**src/rtl/alu.sv**
```systemverilog
// 32-bit RV32 ALU with registered result and branch-compare flag.
// Optional CSR ops (codes 1001-1011) enabled by defining ALU_CSR_OPS_EN.
module alu (
  input  logic        clk,
  input  logic        reset,
  input  logic [6:0]  ALUctl,
  input  logic [31:0] A,
  input  logic [31:0] B,
  output logic [31:0] ALUOut,
  output logic        Branch_Enable
);

  logic [31:0] res;
  logic        br;
  logic        lt_s;
  logic        lt_u;
  logic        eq;
  logic [4:0]  shamt;

  assign lt_s  = $signed(A) < $signed(B);
  assign lt_u  = A < B;
  assign eq    = A == B;
  assign shamt = B[4:0];

  always_comb begin
    res = '0;
    unique case (ALUctl[3:0])
      4'b0000: res = A & B;
      4'b0001: res = A | B;
      4'b0010: res = A + B;
      4'b0110: res = A - B;
      4'b1000: res = A ^ B;
      4'b0100: res = A << shamt;
      4'b0011: res = A >> shamt;
      4'b0101: res = 32'($signed(A) >>> shamt);
      4'b0111: res = {31'd0, lt_s};
      4'b1100: res = {31'd0, lt_u};
`ifdef ALU_CSR_OPS_EN
      4'b1001: res = A;
      4'b1010: res = A | B;
      4'b1011: res = (~A) & B;
`endif
      default: res = '0;
    endcase
  end

  always_comb begin
    br = 1'b0;
    unique case (ALUctl[6:4])
      3'b001:  br = eq;
      3'b010:  br = ~eq;
      3'b011:  br = lt_s;
      3'b100:  br = ~lt_s;
      3'b101:  br = lt_u;
      3'b110:  br = ~lt_u;
      default: br = 1'b0;
    endcase
  end

  always_ff @(posedge clk) begin
    if (reset) begin
      ALUOut        <= '0;
      Branch_Enable <= 1'b0;
    end else begin
      ALUOut        <= res;
      Branch_Enable <= br;
    end
  end

endmodule

```
**config.mk**
```make
export PLATFORM = sky130hd
export DESIGN_NAME = alu
export DESIGN_NICKNAME = d
export VERILOG_FILES = /design/src/rtl/alu.sv
export SDC_FILE = /design/constraint.sdc
export NUM_CORES = 1
export LEC_CHECK = 0
export ABC_AREA = 1
export CORE_ASPECT_RATIO = 1.25
export CORE_MARGIN = 2
export CORE_UTILIZATION = 25
export DETAILED_ROUTE_END_ITERATION = 12
export PLACE_DENSITY = 0.42
export SYNTH_ARGS = -nofsm -noshare
export SYNTH_HDL_FRONTEND = slang
export SYNTH_SLANG_ARGS = --single-unit
```
**constraint.sdc**
```tcl
create_clock -name clk -period 3.15 [get_ports clk]
set_input_delay 0.945 -clock clk [delete_from_list [all_inputs] [get_ports clk]]
set_output_delay 0.945 -clock clk [all_outputs]
set_load 0.05 [all_outputs]
```
==> impl_metrics.tcl <==
set metrics [dict create \
    status "completed" \
    clk_path_buf_depth 2 \
    cts_tree "built" \
    placed_cell_area_um2 15700 \
    dieArea_um2 45600 \
    path_clk_slew_ns 0.07 \
    grtUsageMet2_pct 49.0 \
    cp_max_fo 8 \
    route.detailed.drc 0 \
    fin_area_um2 16400 \
    worstPathRequired_ns 3.33 \
    numPortBuffers 105 \
    synth_seq_area_share_pct 6.01 \
    drive_above_1_share_pct 21.9 \
    vias_per_cell 4.97 \
    start_util_pct 25.4 \
    ys_ff_latch 33 \
    pin_count 106 \
    path_cells "clkdlybuf4s50_1, nor2_2, buf_4, nand3_2, inv_2, a221oi_1, nand3_1, nor2_1, nor2_1" \
    hpwlAfterDp_um 55200 \
    critPathArrivalTime_ns 3.28 \
    ant_nets 0 \
    worst_setup_path_end_kind "flop" \
    num_vias 15860 \
    drt-pass1-iter-count 5 \
    p_per_area_nw_per_um2 230 \
    min_path_type "input pin to flop" \
    period_share_pct 98.4 \
    grt_setup_unrepaired "true" \
    post-place-ws_ns -0.651 \
    final_core_util_pct 37.9 \
    cp_num_buf_inv 3 \
    leakage_nw 8.92 \
    cts_root_buf "clkbuf_16" \
    syn_inst 2164 \
    tightest_slew_ns 0.657 \
    min_from "B[3]" \
    synth_area_um2 11000 \
    grt.busiest_layer "met2" \
    hold_violations 0 \
    switching_power_mw 1.91 \
    slew_violations 0 \
    numCtsBuffers 5 \
    worstHoldEndpoint "ALUOut[1]" \
    htreeDepth 2 \
    critPathTopFamily "buffers and inverters" \
    internal-power_mw 1.85 \
    pwr-share-seq_pct 12.3 \
    grt_max_degree 74 \
    start_kind "input pin" \
    overflow 0 \
    wirelength_um 64900 \
    core_um2 43200 \
    cpPeakStageDelay_ns 0.65 \
    fillers 4934 \
    first_global_vias 15280 \
    antenna_found_initial 1 \
    synth_area_per_cell_um2 5.08 \
    fmax_ghz 0.323 \
    p_comb_share_pct 73.2 \
    drtIter0Drc 1178 \
    p_clk_share_pct 14.5 \
    max-slew-margin-rel_pct 55.8 \
    grt.total_usage_pct 27.9 \
    yosys_warnings 0 \
    gp_congestion 0.940 \
    clock-sinks 33 \
    area_delta_synth_final_pct 49.0 \
    syn_nets 2344 \
    worst_slack_ns 0.0513 \
    diodes 0 \
    dieHeight_um 238 \
    fin_crit_ns 3.10 \
    ys_types 42 \
    rows 85 \
    avgRoutedWirePerCell_um 20.3 \
    multiInputGateArea_um2 9110 \
    post_cts_hold_buffer_count 0 \
    grtUsageMet1_pct 35.9 \
    layout.nets 2805 \
    die_x_um 191 \
    grt_pass1_wl_um 94000 \
    min_path_cells 5 \
    critPathMostFrequentCell "nor2_1" \
    crit_slowest_cell "clkdlybuf4s50_1" \
    critPathKind "input pin to flop" \
    maxCapViolCount 0 \
    irDropWorstVdd_uv 257 \
    setup_violations 0 \
    switching_share_pct 50.7 \
    ff_latch_area_um2 661 \
    grt_use_met3_pct 1.46 \
]
[cell usage after synthesis]
cell	n	area, µm²
nor2_4	2	22.5
clkinv_1	2	7.51
nand3_2	1	10.0
o22ai_1	23	144
buf_1	10	37.5
o221ai_1	1	8.76
a21oi_2	1	8.76
o2111ai_1	1	8.76
o21bai_1	8	60.1
buf_6	6	67.6
ha_1	105	1310
buf_4	8	60.1
inv_2	15	56.3
fa_1	2	40.0
clkbuf_2	1	5.00
and2_1	17	106
a211oi_1	3	22.5
inv_1	295	1110
nand4_1	25	156
nor4_1	1	6.26
mux2i_1	1	10.0
clkbuf_1	20	75.1
o21a_1	1	7.51
a31oi_1	9	56.3
nand3_1	405	2030
nand3b_1	4	30.0
o21ai_1	6	30.0
o211ai_1	32	240
a221oi_1	1	8.76
nor3_1	30	150
nor2_1	192	721
and3_1	2	12.5
dfxtp_1	33	661
nor2_2	9	56.3
nor3_2	5	50.1
xor2_1	4	35.0
o21ai_0	57	285
nand2_1	694	2610
o211a_1	1	10.0
nand2_2	7	43.8
buf_2	54	270
a21oi_1	70	350
[what timing repair did]
| item | CTS | global route |
|---|---|---|
| resized for setup | 37 | 82 |
| buffers inserted | 1 | 2 |
| pin swaps | 0 | 7 |
| endpoints found under the setup margin | 19 | 28 |
[through the flow]
step,power (mW),hold WS [ns],std cells,TNS (ns)
5_1_grt,4.00,1.47,3191,-0.0419
2_1_floorplan,1.76,1.20,2164,0
3_5_place_dp,3.09,1.73,3180,-11.69
6_report,3.76,1.39,3191,0
3_3_place_gp,3.09,1.73,3180,-11.33
4_1_cts,3.67,1.39,3189,0
[worst min-delay path: cells and delay by family]
family | cells | cell delay, ns
compound gates | 2 | 0.25
buf+inv | 2 | 0.33
simple gates | 1 | 0.10
[kinds of logic (layout without fill, tap and decap cells)]
family	after synthesis	in the layout	share of synthesized area, %
simple gates	1394	1394	54.6
flops	33	33	6.01
compound gates	214	214	11.3
fa+ha+maj	107	107	12.3
mux	1	1	0.0911
buf+inv	411	873	15.4
xor+xnor	4	4	0.319
[cell usage in the layout, fill, tap and decap left out, types with 5 or more instances in the layout]
| cell | count |
|---|---|
| ha_4 | 21 |
| nor2_2 | 18 |
| buf_4 | 435 |
| nand3_2 | 11 |
| o21ai_1 | 10 |
| and2_1 | 16 |
| ha_1 | 79 |
| clkbuf_16 | 5 |
| a21oi_2 | 6 |
| nor3_2 | 9 |
| clkdlybuf4s50_1 | 88 |
| nand3_1 | 394 |
| o21ai_0 | 53 |
| o22ai_1 | 23 |
| nor3_1 | 25 |
| dlygate4sd2_1 | 5 |
| inv_1 | 291 |
| ha_2 | 5 |
| nand4_1 | 25 |
| a31oi_1 | 9 |
| dlymetal6s2s_1 | 9 |
| nand2_2 | 17 |
| nand2_1 | 684 |
| dfxtp_1 | 33 |
| nor2_1 | 181 |
| buf_12 | 13 |
| o211ai_1 | 32 |
| a21oi_1 | 64 |
| inv_2 | 20 |
| o21bai_1 | 8 |
[flip-flops by register name, indices dropped and copies added (netlist names)]
signal         cells
ALUOut            32
Branch_Enable      1
[power by group through the flow]
stage	Sequential [mW]	Clock, mW	Combinational, mW
floorplan	0.580	0	1.18
global placement	0.474	0	2.61
detailed placement	0.474	0	2.61
CTS	0.464	0.564	2.64
global route	0.465	0.566	2.97
finish	0.463	0.544	2.75
[cell type report]
class / count / area share, %
clock buffers: 6 / 0.788
clock inverters: 2 / 0.0612
inverters: 312 / 7.16
multi-input cells: 1720 / 55.7
flip-flops and latches: 33 / 4.04
well taps: 565 / 4.32
repair buffers: 553 / 28.0
[per-layer routing]
metal  vias to the layer above  share of wire (%)
met3                        98                4.1
li1                       7874                  -
met5                         -              0.020
met4                         2                3.8
met1                      7425                 44
met2                       461                 49
[how the worst max path moves through the flow]
stage | to | cells after the start | startpoint
after floorplan | ALUOut[31] | 19 | B[2]
after global placement | ALUOut[17] | 14 | A[3]
after detailed placement | ALUOut[17] | 14 | B[4]
after CTS | ALUOut[24] | 17 | B[12]
after global routing | ALUOut[24] | 17 | A[4]
final | ALUOut[9] | 9 | ALUctl[0]
No activity file was read; power rests on OpenSTA's default activity.
